## src/rtl/sci_acc_pkg.sv

```systemverilog
// rtl/sci_acc_pkg.sv - shared defaults and types for the accelerator dispatch/collect slice
//
// Purpose: default field widths, the dispatch FSM state encoding and the
// core-index type shared by the dispatch arbiter, its order queue and the
// core-side interface.
// Ports: none (package).

package sci_acc_pkg;

  localparam int unsigned DATA_WIDTH_DEF = 32;
  localparam int unsigned NUM_MODES_DEF  = 4;
  localparam int unsigned RES_WIDTH_DEF  = 4;
  localparam int unsigned NUM_CORES_DEF  = 4;

  localparam int unsigned CORE_IDX_W = $clog2(NUM_CORES_DEF);
  typedef logic [CORE_IDX_W-1:0] core_idx_t;

  typedef enum logic {
    D_IDLE  = 1'b0,
    D_OFFER = 1'b1
  } disp_state_e;

endpackage

```

## src/rtl/sci_acc_core_dispatch_arb_if.sv

```systemverilog
// rtl/sci_acc_core_dispatch_arb_if.sv - bundle between the dispatch arbiter and the compute cores
//
// Purpose: groups the per-core packet offer, packet fields and result
// handshake signals.
// Modports:
//   master - arbiter side: drives offers, packet fields and result ready
//   slave  - core side: drives ready, pop, final value and done

interface sci_acc_core_dispatch_arb_if
  import sci_acc_pkg::*;
#(
  parameter int unsigned NUM_CORES  = NUM_CORES_DEF,
  parameter int unsigned DATA_WIDTH = DATA_WIDTH_DEF,
  parameter int unsigned NUM_MODES  = NUM_MODES_DEF,
  parameter int unsigned RES_WIDTH  = RES_WIDTH_DEF
);

  logic [NUM_CORES-1:0]            core_ready;
  logic [NUM_CORES-1:0]            core_op_pkt_available;
  logic [DATA_WIDTH-1:0]           core_data;
  logic [NUM_MODES-1:0]            core_mode;
  logic [RES_WIDTH-1:0]            core_res;
  logic [NUM_CORES-1:0]            core_fifo_pop;
  logic [NUM_CORES*DATA_WIDTH-1:0] core_final_value;
  logic [NUM_CORES-1:0]            core_op_done;
  logic [NUM_CORES-1:0]            core_result_fifo_ready;

  modport master (
    input  core_ready, core_fifo_pop, core_final_value, core_op_done,
    output core_op_pkt_available, core_data, core_mode, core_res,
           core_result_fifo_ready
  );

  modport slave (
    output core_ready, core_fifo_pop, core_final_value, core_op_done,
    input  core_op_pkt_available, core_data, core_mode, core_res,
           core_result_fifo_ready
  );

endinterface

```

## src/rtl/sci_acc_ord_fifo.sv

```systemverilog
// rtl/sci_acc_ord_fifo.sv - order queue of dispatched core indices
//
// Purpose: synchronous FIFO remembering which core received each packet so
// results can be collected in dispatch order.
// Ports:
//   clk, reset_n       clock, asynchronous active-low reset
//   push_i/push_data_i enqueue a core index
//   pop_i              dequeue the head entry
//   full_o/empty_o     occupancy flags
//   head_o             core index at the head of the queue

module sci_acc_ord_fifo #(
  parameter int unsigned DEPTH = 8,
  parameter int unsigned WIDTH = 2
) (
  input  logic             clk,
  input  logic             reset_n,
  input  logic             push_i,
  input  logic [WIDTH-1:0] push_data_i,
  input  logic             pop_i,
  output logic             full_o,
  output logic             empty_o,
  output logic [WIDTH-1:0] head_o
);

  localparam int unsigned AW = $clog2(DEPTH);

  logic [WIDTH-1:0] mem_q [DEPTH];
  logic [AW-1:0]    wr_ptr_q;
  logic [AW-1:0]    rd_ptr_q;
  logic [AW:0]      count_q;
  logic             do_push;
  logic             do_pop;

  assign full_o  = (count_q == (AW+1)'(DEPTH));
  assign empty_o = (count_q == '0);
  assign head_o  = mem_q[rd_ptr_q];

  // A push into a full queue is still legal when the head leaves in the same cycle.
  assign do_push = push_i && (!full_o || pop_i);
  assign do_pop  = pop_i && !empty_o;

  always_ff @(posedge clk or negedge reset_n) begin
    if (!reset_n) begin
      wr_ptr_q <= '0;
      rd_ptr_q <= '0;
      count_q  <= '0;
      for (int i = 0; i < DEPTH; i++) begin
        mem_q[i] <= '0;
      end
    end else begin
      if (do_push) begin
        mem_q[wr_ptr_q] <= push_data_i;
        wr_ptr_q        <= wr_ptr_q + 1'b1;
      end
      if (do_pop) begin
        rd_ptr_q <= rd_ptr_q + 1'b1;
      end
      case ({do_push, do_pop})
        2'b10:   count_q <= count_q + 1'b1;
        2'b01:   count_q <= count_q - 1'b1;
        default: count_q <= count_q;
      endcase
    end
  end

endmodule

```

## src/rtl/sci_acc_core_dispatch_arb.sv

```systemverilog
// rtl/sci_acc_core_dispatch_arb.sv - round-robin packet dispatch and in-order result collection
//
// Purpose: offers each input-FIFO packet to one ready core in round-robin
// order, records the chosen core in an order queue and drains core results
// strictly in dispatch order into the result FIFO.
// Ports:
//   clk, reset_n                   clock, asynchronous active-low reset
//   in_fifo_data_o/mode_o/res_o    head packet of the input FIFO
//   op_pkt_available, fifo_pop     input FIFO non-empty / pop strobe
//   cores                          core-side bundle (master modport)
//   result_fifo_ready              result FIFO not full
//   result_data, result_wr         result FIFO write data / strobe
//   err_spurious_pop               sticky flag: pop from a non-granted core

module sci_acc_core_dispatch_arb
  import sci_acc_pkg::*;
#(
  parameter int unsigned NUM_CORES  = NUM_CORES_DEF,
  parameter int unsigned DATA_WIDTH = DATA_WIDTH_DEF,
  parameter int unsigned NUM_MODES  = NUM_MODES_DEF,
  parameter int unsigned RES_WIDTH  = RES_WIDTH_DEF,
  parameter int unsigned ORD_DEPTH  = 8
) (
  input  logic                        clk,
  input  logic                        reset_n,
  input  logic [DATA_WIDTH-1:0]       in_fifo_data_o,
  input  logic [NUM_MODES-1:0]        in_fifo_mode_o,
  input  logic [RES_WIDTH-1:0]        in_fifo_res_o,
  input  logic                        op_pkt_available,
  output logic                        fifo_pop,
  sci_acc_core_dispatch_arb_if.master cores,
  input  logic                        result_fifo_ready,
  output logic [DATA_WIDTH-1:0]       result_data,
  output logic                        result_wr,
  output logic                        err_spurious_pop
);

  localparam int unsigned IDX_W = $clog2(NUM_CORES);
  typedef logic [IDX_W-1:0] idx_t;

  disp_state_e          state_q;
  idx_t                 grant_q;
  idx_t                 rr_ptr_q;
  logic                 err_q;

  logic [NUM_CORES-1:0] grant_oh;
  logic [NUM_CORES-1:0] head_oh;
  logic [NUM_CORES-1:0] legal_pop;
  logic                 in_offer;
  logic                 dispatch_ok;
  logic                 spurious;
  idx_t                 rr_next;
  logic                 ord_full;
  logic                 ord_empty;
  idx_t                 ord_head;

  // First ready core at or above start, wrapping; rotating a doubled copy of
  // the ready vector turns the wrap into a plain low-to-high scan.
  function automatic idx_t rr_pick(input logic [NUM_CORES-1:0] rdy, input idx_t start);
    logic [2*NUM_CORES-1:0] rot;
    idx_t                   pick;
    logic                   found;
    rot   = {rdy, rdy} >> start;
    pick  = start;
    found = 1'b0;
    for (int unsigned k = 0; k < NUM_CORES; k++) begin
      if (!found && rot[k]) begin
        pick  = idx_t'((32'(start) + k) % NUM_CORES);
        found = 1'b1;
      end
    end
    return pick;
  endfunction

  always_comb begin
    grant_oh    = '0;
    head_oh     = '0;
    result_data = '0;
    for (int i = 0; i < NUM_CORES; i++) begin
      grant_oh[i] = (idx_t'(i) == grant_q);
      head_oh[i]  = (idx_t'(i) == ord_head);
      if (idx_t'(i) == ord_head) begin
        result_data = cores.core_final_value[i*DATA_WIDTH +: DATA_WIDTH];
      end
    end
  end

  assign in_offer    = (state_q == D_OFFER);
  assign dispatch_ok = op_pkt_available && (|cores.core_ready) && !ord_full;
  assign rr_next     = (grant_q == idx_t'(NUM_CORES - 1)) ? '0 : grant_q + 1'b1;

  // Only the granted core may pop, and only while its offer is outstanding.
  assign legal_pop = in_offer ? grant_oh : '0;
  assign fifo_pop  = |(cores.core_fifo_pop & legal_pop);
  assign spurious  = |(cores.core_fifo_pop & ~legal_pop);

  assign cores.core_op_pkt_available = (in_offer && op_pkt_available) ? grant_oh : '0;
  assign cores.core_data             = in_fifo_data_o;
  assign cores.core_mode             = in_fifo_mode_o;
  assign cores.core_res              = in_fifo_res_o;

  // Only the core owning the oldest outstanding packet sees ready, so a core
  // that finishes early simply waits its turn.
  assign cores.core_result_fifo_ready = (result_fifo_ready && !ord_empty) ? head_oh : '0;
  assign result_wr = (|(cores.core_op_done & head_oh)) && result_fifo_ready && !ord_empty;

  assign err_spurious_pop = err_q;

  always_ff @(posedge clk or negedge reset_n) begin
    if (!reset_n) begin
      state_q  <= D_IDLE;
      grant_q  <= '0;
      rr_ptr_q <= '0;
      err_q    <= 1'b0;
    end else begin
      if (spurious) begin
        err_q <= 1'b1;
      end
      case (state_q)
        D_IDLE: begin
          if (dispatch_ok) begin
            grant_q <= rr_pick(cores.core_ready, rr_ptr_q);
            state_q <= D_OFFER;
          end
        end
        D_OFFER: begin
          // Grant is held even if the input FIFO empties meanwhile.
          if (fifo_pop) begin
            rr_ptr_q <= rr_next;
            grant_q  <= '0;
            state_q  <= D_IDLE;
          end
        end
        default: state_q <= D_IDLE;
      endcase
    end
  end

  sci_acc_ord_fifo #(
    .DEPTH (ORD_DEPTH),
    .WIDTH (IDX_W)
  ) u_ord_fifo (
    .clk         (clk),
    .reset_n     (reset_n),
    .push_i      (fifo_pop),
    .push_data_i (grant_q),
    .pop_i       (result_wr),
    .full_o      (ord_full),
    .empty_o     (ord_empty),
    .head_o      (ord_head)
  );

endmodule

```

## src/flat_wrapper.sv

```systemverilog
// flat-port wrapper written by rule: the top's interface ports become plain ports
module sci_acc_core_dispatch_arb_flat import sci_acc_pkg::*;
#(
  parameter int unsigned NUM_CORES  = NUM_CORES_DEF,
  parameter int unsigned DATA_WIDTH = DATA_WIDTH_DEF,
  parameter int unsigned NUM_MODES  = NUM_MODES_DEF,
  parameter int unsigned RES_WIDTH  = RES_WIDTH_DEF,
  parameter int unsigned ORD_DEPTH  = 8
)
  (clk, reset_n, in_fifo_data_o, in_fifo_mode_o, in_fifo_res_o, op_pkt_available, fifo_pop, result_fifo_ready, result_data, result_wr, err_spurious_pop, cores_core_ready, cores_core_fifo_pop, cores_core_final_value, cores_core_op_done, cores_core_op_pkt_available, cores_core_data, cores_core_mode, cores_core_res, cores_core_result_fifo_ready);
  sci_acc_core_dispatch_arb_if #(.NUM_CORES(NUM_CORES), .DATA_WIDTH(DATA_WIDTH), .NUM_MODES(NUM_MODES), .RES_WIDTH(RES_WIDTH)) cores_i ();
  input  logic clk;
  input  logic reset_n;
  input  logic [DATA_WIDTH-1:0] in_fifo_data_o;
  input  logic [NUM_MODES-1:0] in_fifo_mode_o;
  input  logic [RES_WIDTH-1:0] in_fifo_res_o;
  input  logic op_pkt_available;
  output logic fifo_pop;
  input  logic result_fifo_ready;
  output logic [DATA_WIDTH-1:0] result_data;
  output logic result_wr;
  output logic err_spurious_pop;
  input wire logic [$bits(cores_i.core_ready)-1:0] cores_core_ready;
  input wire logic [$bits(cores_i.core_fifo_pop)-1:0] cores_core_fifo_pop;
  input wire logic [$bits(cores_i.core_final_value)-1:0] cores_core_final_value;
  input wire logic [$bits(cores_i.core_op_done)-1:0] cores_core_op_done;
  output wire logic [$bits(cores_i.core_op_pkt_available)-1:0] cores_core_op_pkt_available;
  output wire logic [$bits(cores_i.core_data)-1:0] cores_core_data;
  output wire logic [$bits(cores_i.core_mode)-1:0] cores_core_mode;
  output wire logic [$bits(cores_i.core_res)-1:0] cores_core_res;
  output wire logic [$bits(cores_i.core_result_fifo_ready)-1:0] cores_core_result_fifo_ready;
  assign cores_i.core_ready = cores_core_ready;
  assign cores_i.core_fifo_pop = cores_core_fifo_pop;
  assign cores_i.core_final_value = cores_core_final_value;
  assign cores_i.core_op_done = cores_core_op_done;
  assign cores_core_op_pkt_available = cores_i.core_op_pkt_available;
  assign cores_core_data = cores_i.core_data;
  assign cores_core_mode = cores_i.core_mode;
  assign cores_core_res = cores_i.core_res;
  assign cores_core_result_fifo_ready = cores_i.core_result_fifo_ready;
  sci_acc_core_dispatch_arb #(.NUM_CORES(NUM_CORES), .DATA_WIDTH(DATA_WIDTH), .NUM_MODES(NUM_MODES), .RES_WIDTH(RES_WIDTH), .ORD_DEPTH(ORD_DEPTH)) u_core (.clk(clk), .reset_n(reset_n), .in_fifo_data_o(in_fifo_data_o), .in_fifo_mode_o(in_fifo_mode_o), .in_fifo_res_o(in_fifo_res_o), .op_pkt_available(op_pkt_available), .fifo_pop(fifo_pop), .cores(cores_i), .result_fifo_ready(result_fifo_ready), .result_data(result_data), .result_wr(result_wr), .err_spurious_pop(err_spurious_pop));
endmodule
```

## config.mk

```make
export PLATFORM = sky130hd
export DESIGN_NAME = sci_acc_core_dispatch_arb_flat
export DESIGN_NICKNAME = d
export VERILOG_FILES = /design/src/rtl/sci_acc_pkg.sv /design/src/rtl/sci_acc_core_dispatch_arb_if.sv /design/src/rtl/sci_acc_ord_fifo.sv /design/src/rtl/sci_acc_core_dispatch_arb.sv /design/src/flat_wrapper.sv
export SDC_FILE = /design/constraint.sdc
export NUM_CORES = 1
export LEC_CHECK = 0
export CAP_MARGIN = 25
export CORE_AREA = 2 2 103 105
export CTS_CLUSTER_DIAMETER = 120
export CTS_CLUSTER_SIZE = 20
export DETAILED_ROUTE_END_ITERATION = 10
export DIE_AREA = 0 0 105 107
export GPL_ROUTABILITY_DRIVEN = 0
export GPL_TIMING_DRIVEN = 1
export PLACE_DENSITY = 0.78
export SYNTH_ARGS = -nofsm -noshare
export SYNTH_HDL_FRONTEND = slang
export SYNTH_SLANG_ARGS = --single-unit
```

## constraint.sdc

```tcl
create_clock -name clk -period 6.6 [get_ports clk]
set_clock_uncertainty 0.15 [all_clocks]
set_input_delay 1.98 -clock clk [delete_from_list [all_inputs] [get_ports clk]]
set_output_delay 1.98 -clock clk [all_outputs]
set_load 0.03 [all_outputs]
```

==> flow_metrics.tcl <==
set metrics [dict create \
    status "finished, final reports clean" \
    max_stage_delay_ps 600 \
    cp_slowest_cell "clkdlybuf4s50_1" \
    yosys_warnings 0 \
    worstReg2RegStart "u_core.u_ord_fifo.rd_ptr_q[0]" \
    viasPerCell 5.20 \
    grt_usage_pct 21.8 \
    post_cts_resized 0 \
    fill_cells 994 \
    path_clk_slew_ps 60 \
    cp_max_fo 4 \
    synth-seq-area-share_pct 25.8 \
    syn_inst 396 \
    hold_violations 0 \
    placed_area_sq_um 4760 \
    crit_required_ps 4470 \
    yosys.area.top_type_share_pct 25.8 \
    die_w_microns 105 \
    drv_cap 0 \
    p_leak_nw 1.91 \
    slew_headroom_pct 40.4 \
    post-route-min-period_ps 5880 \
    crit_path_end "result_wr" \
    synthTopCellsByArea "dfrtp_1 (26%), buf_4 (9.7%), nand2_1 (9.5%)" \
    ctsHoldBuffers 0 \
    avgRoutedWirePerCell_microns 19.3 \
    htreeDepth 2 \
    drt-initial-drc-count 198 \
    design_area_sq_um 4890 \
    multi_input_area_sq_um 1850 \
    cts_tree "built" \
    path_buf_inv 3 \
    overflow 0 \
    syn_area_per_cell_sq_um 7.82 \
    nets 721 \
    start_kind "input pin" \
    yosysTopAreaCell "dfrtp_1" \
    grt_max_degree 67 \
    synth_flop_cell "dfrtp_1" \
    layout-drive-gt1-share_pct 4.36 \
    r2r_slack_ps 2120 \
    fin_cells 664 \
    finalPower_mw 3.06 \
    ant_nets 0 \
    crit_family "buffers and inverters" \
    rr_endpoint "u_core.u_ord_fifo.count_q[3]" \
    synth_xor_area_share_pct 2.26 \
    peakVddDrop_mv 0.492 \
    end_kind "output pin" \
    cts_setup_buffers 0 \
    arrival_ps 3750 \
    synthesis.nets 590 \
    yosys.area_share.simple_pct 23.1 \
    synth_compound_area_share_pct 23.9 \
    die_h_microns 107 \
    drv_slew 0 \
    antenna_found_initial 2 \
    grt_pass1_vias 3384 \
    worstPathCellList "clkdlybuf4s50_1 > mux4_2 > nand2_2 > inv_2 > clkdlybuf4s50_1" \
    min_path_type "flip-flop to flip-flop" \
    synth_edf_count 0 \
    ioPinCount 267 \
    fmax_mhz 170 \
    route.vias.total 3453 \
    root_buffer "clkbuf_8" \
    rsz0062_at_grt "false" \
    synth_area_sq_um 3100 \
    r2r_cells 13 \
    portBuffers 186 \
    critPathLaunch "cores_core_op_done[0]" \
    setup_viol 0 \
    crit_cells 5 \
    async_reset_ff_share_pct 100 \
    cts_buffer_depth 2 \
    yosysMostFrequentCell "nand2_1" \
    timing.setup.tns_ps 0 \
    post-route-period-util_pct 89.1 \
    drc_errors 0 \
    dp_hpwl_microns 10500 \
    worstSetupPathType "input pin to output pin" \
    area_growth_pct 57.9 \
    placed_cells_incl_taps 656 \
    grt_pass1_wl_microns 19000 \
    worst_pin_slew_ps 894 \
    cpMostUsedCell "clkdlybuf4s50_1" \
    insertion_delay_ps 290 \
    die-area_sq_um 11200 \
    synth_top_family_by_area "compound AO/OA/AOI/OAI gates" \
    cts.sink_count 32 \
    num_rows 37 \
    drt_wl_total_microns 12800 \
    num_antenna_cells 0 \
    synthAdderAreaFrac_pct 4.28 \
    cts_buffers 5 \
    synth_common_cells "nand2_1 (78), buf_4 (40), and2_1 (35)" \
    start_util_pct 30.7 \
    core_sq_um 10100 \
    ys_types 43 \
    p_per_area_nw_per_um2 626 \
    firstDrtPassIters 5 \
    synthMuxAreaShare_pct 5.57 \
    synth_seq_cells 32 \
    regArea_sq_um 801 \
]
[cells by family (layout without fill, tap and decap cells)]
family	Yosys count	count (layout)
flops	32	32
xor+xnor	8	8
compound gates	101	101
simple gates	152	152
buf+inv	81	213
mux	12	12
fa+ha+maj	10	10
[stage by stage]
step / worst slack (ps) / hold slack [ps] / utilization, %
floorplan: 1790 / 311 / -
global placement: 757 / 324 / 47.2
detailed placement: 732 / 330 / 47.2
CTS: 729 / 345 / 48.5
global route: 642 / 373 / 48.5
finish: 722 / 344 / 48.5
[layout make-up]
type | instances | area share, %
timing repair buffer | 190 | 38.7
tap | 136 | 3.48
clock buffer | 7 | 1.97
clock inverter | 1 | 0.614
sequential | 32 | 16.4
multi-input combinational | 283 | 37.7
inverter | 15 | 1.15
[report_power, final]
| group | switching, mW | total [mW] | internal, mW |
|---|---|---|---|
| logic | 1.51 | 2.47 | 0.958 |
| clock network | 0.0758 | 0.209 | 0.133 |
| registers | 0.0950 | 0.382 | 0.287 |
| total | 1.68 | 3.06 | 1.38 |
[placed cells by master, fill, tap and decap left out, drive strengths merged, types with 2 or more instances in the layout]
master | synthesis | layout
dfrtp | 32 | 32
o21ai | 6 | 6
nor4 | 2 | 2
a31oi | 32 | 32
nand3 | 7 | 7
nor2 | 13 | 13
a211oi | 32 | 32
ha | 9 | 9
clkdlybuf4s50 | 0 | 186
mux4 | 4 | 4
mux2 | 2 | 2
xor2 | 2 | 2
xnor2 | 6 | 6
and3 | 4 | 4
clkbuf | 20 | 7
inv | 15 | 15
a21oi | 5 | 5
buf | 46 | 4
mux2i | 6 | 6
nand4 | 4 | 4
and2 | 35 | 35
nand2 | 79 | 79
a22oi | 3 | 3
a32o | 16 | 16
nor2b | 4 | 4
[how the worst min path moves through the flow]
| stage | start | to | depth (start not counted) |
|---|---|---|---|
| floorplan | u_core.u_ord_fifo.mem_q[10] | u_core.u_ord_fifo.mem_q[10] | 1 |
| global placement | u_core.u_ord_fifo.mem_q[8] | u_core.u_ord_fifo.mem_q[8] | 1 |
| detailed placement | u_core.u_ord_fifo.mem_q[8] | u_core.u_ord_fifo.mem_q[8] | 1 |
| CTS | u_core.u_ord_fifo.mem_q[8] | u_core.u_ord_fifo.mem_q[8] | 1 |
| global route | u_core.u_ord_fifo.mem_q[6] | u_core.u_ord_fifo.mem_q[6] | 1 |
| finish | u_core.u_ord_fifo.mem_q[0] | u_core.u_ord_fifo.mem_q[0] | 1 |
[registers in the layout, indices dropped and copies added (netlist names)]
| signal | cells |
|---|---|
| u_core.u_ord_fifo.mem_q | 16 |
| u_core.u_ord_fifo.count_q | 4 |
| u_core.u_ord_fifo.rd_ptr_q | 3 |
| u_core.u_ord_fifo.wr_ptr_q | 3 |
| u_core.grant_q | 2 |
| u_core.rr_ptr_q | 2 |
| u_core.err_spurious_pop | 1 |
| u_core.in_offer | 1 |
[layer usage]
| layer | GRT usage, % | wire (microns) | vias to the layer above | share of wire [%] |
|---|---|---|---|---|
| met5 | 0.476 | 26 | - | 0.20 |
| met4 | 4.29 | 150 | 4 | 1.2 |
| met3 | 11.6 | 1850 | 16 | 14 |
| met2 | 36.1 | 6050 | 204 | 47 |
| met1 | 25.3 | 4740 | 1591 | 37 |
| li1 | - | - | 1638 | - |
Note: power is estimated with default switching activity, not from simulation.
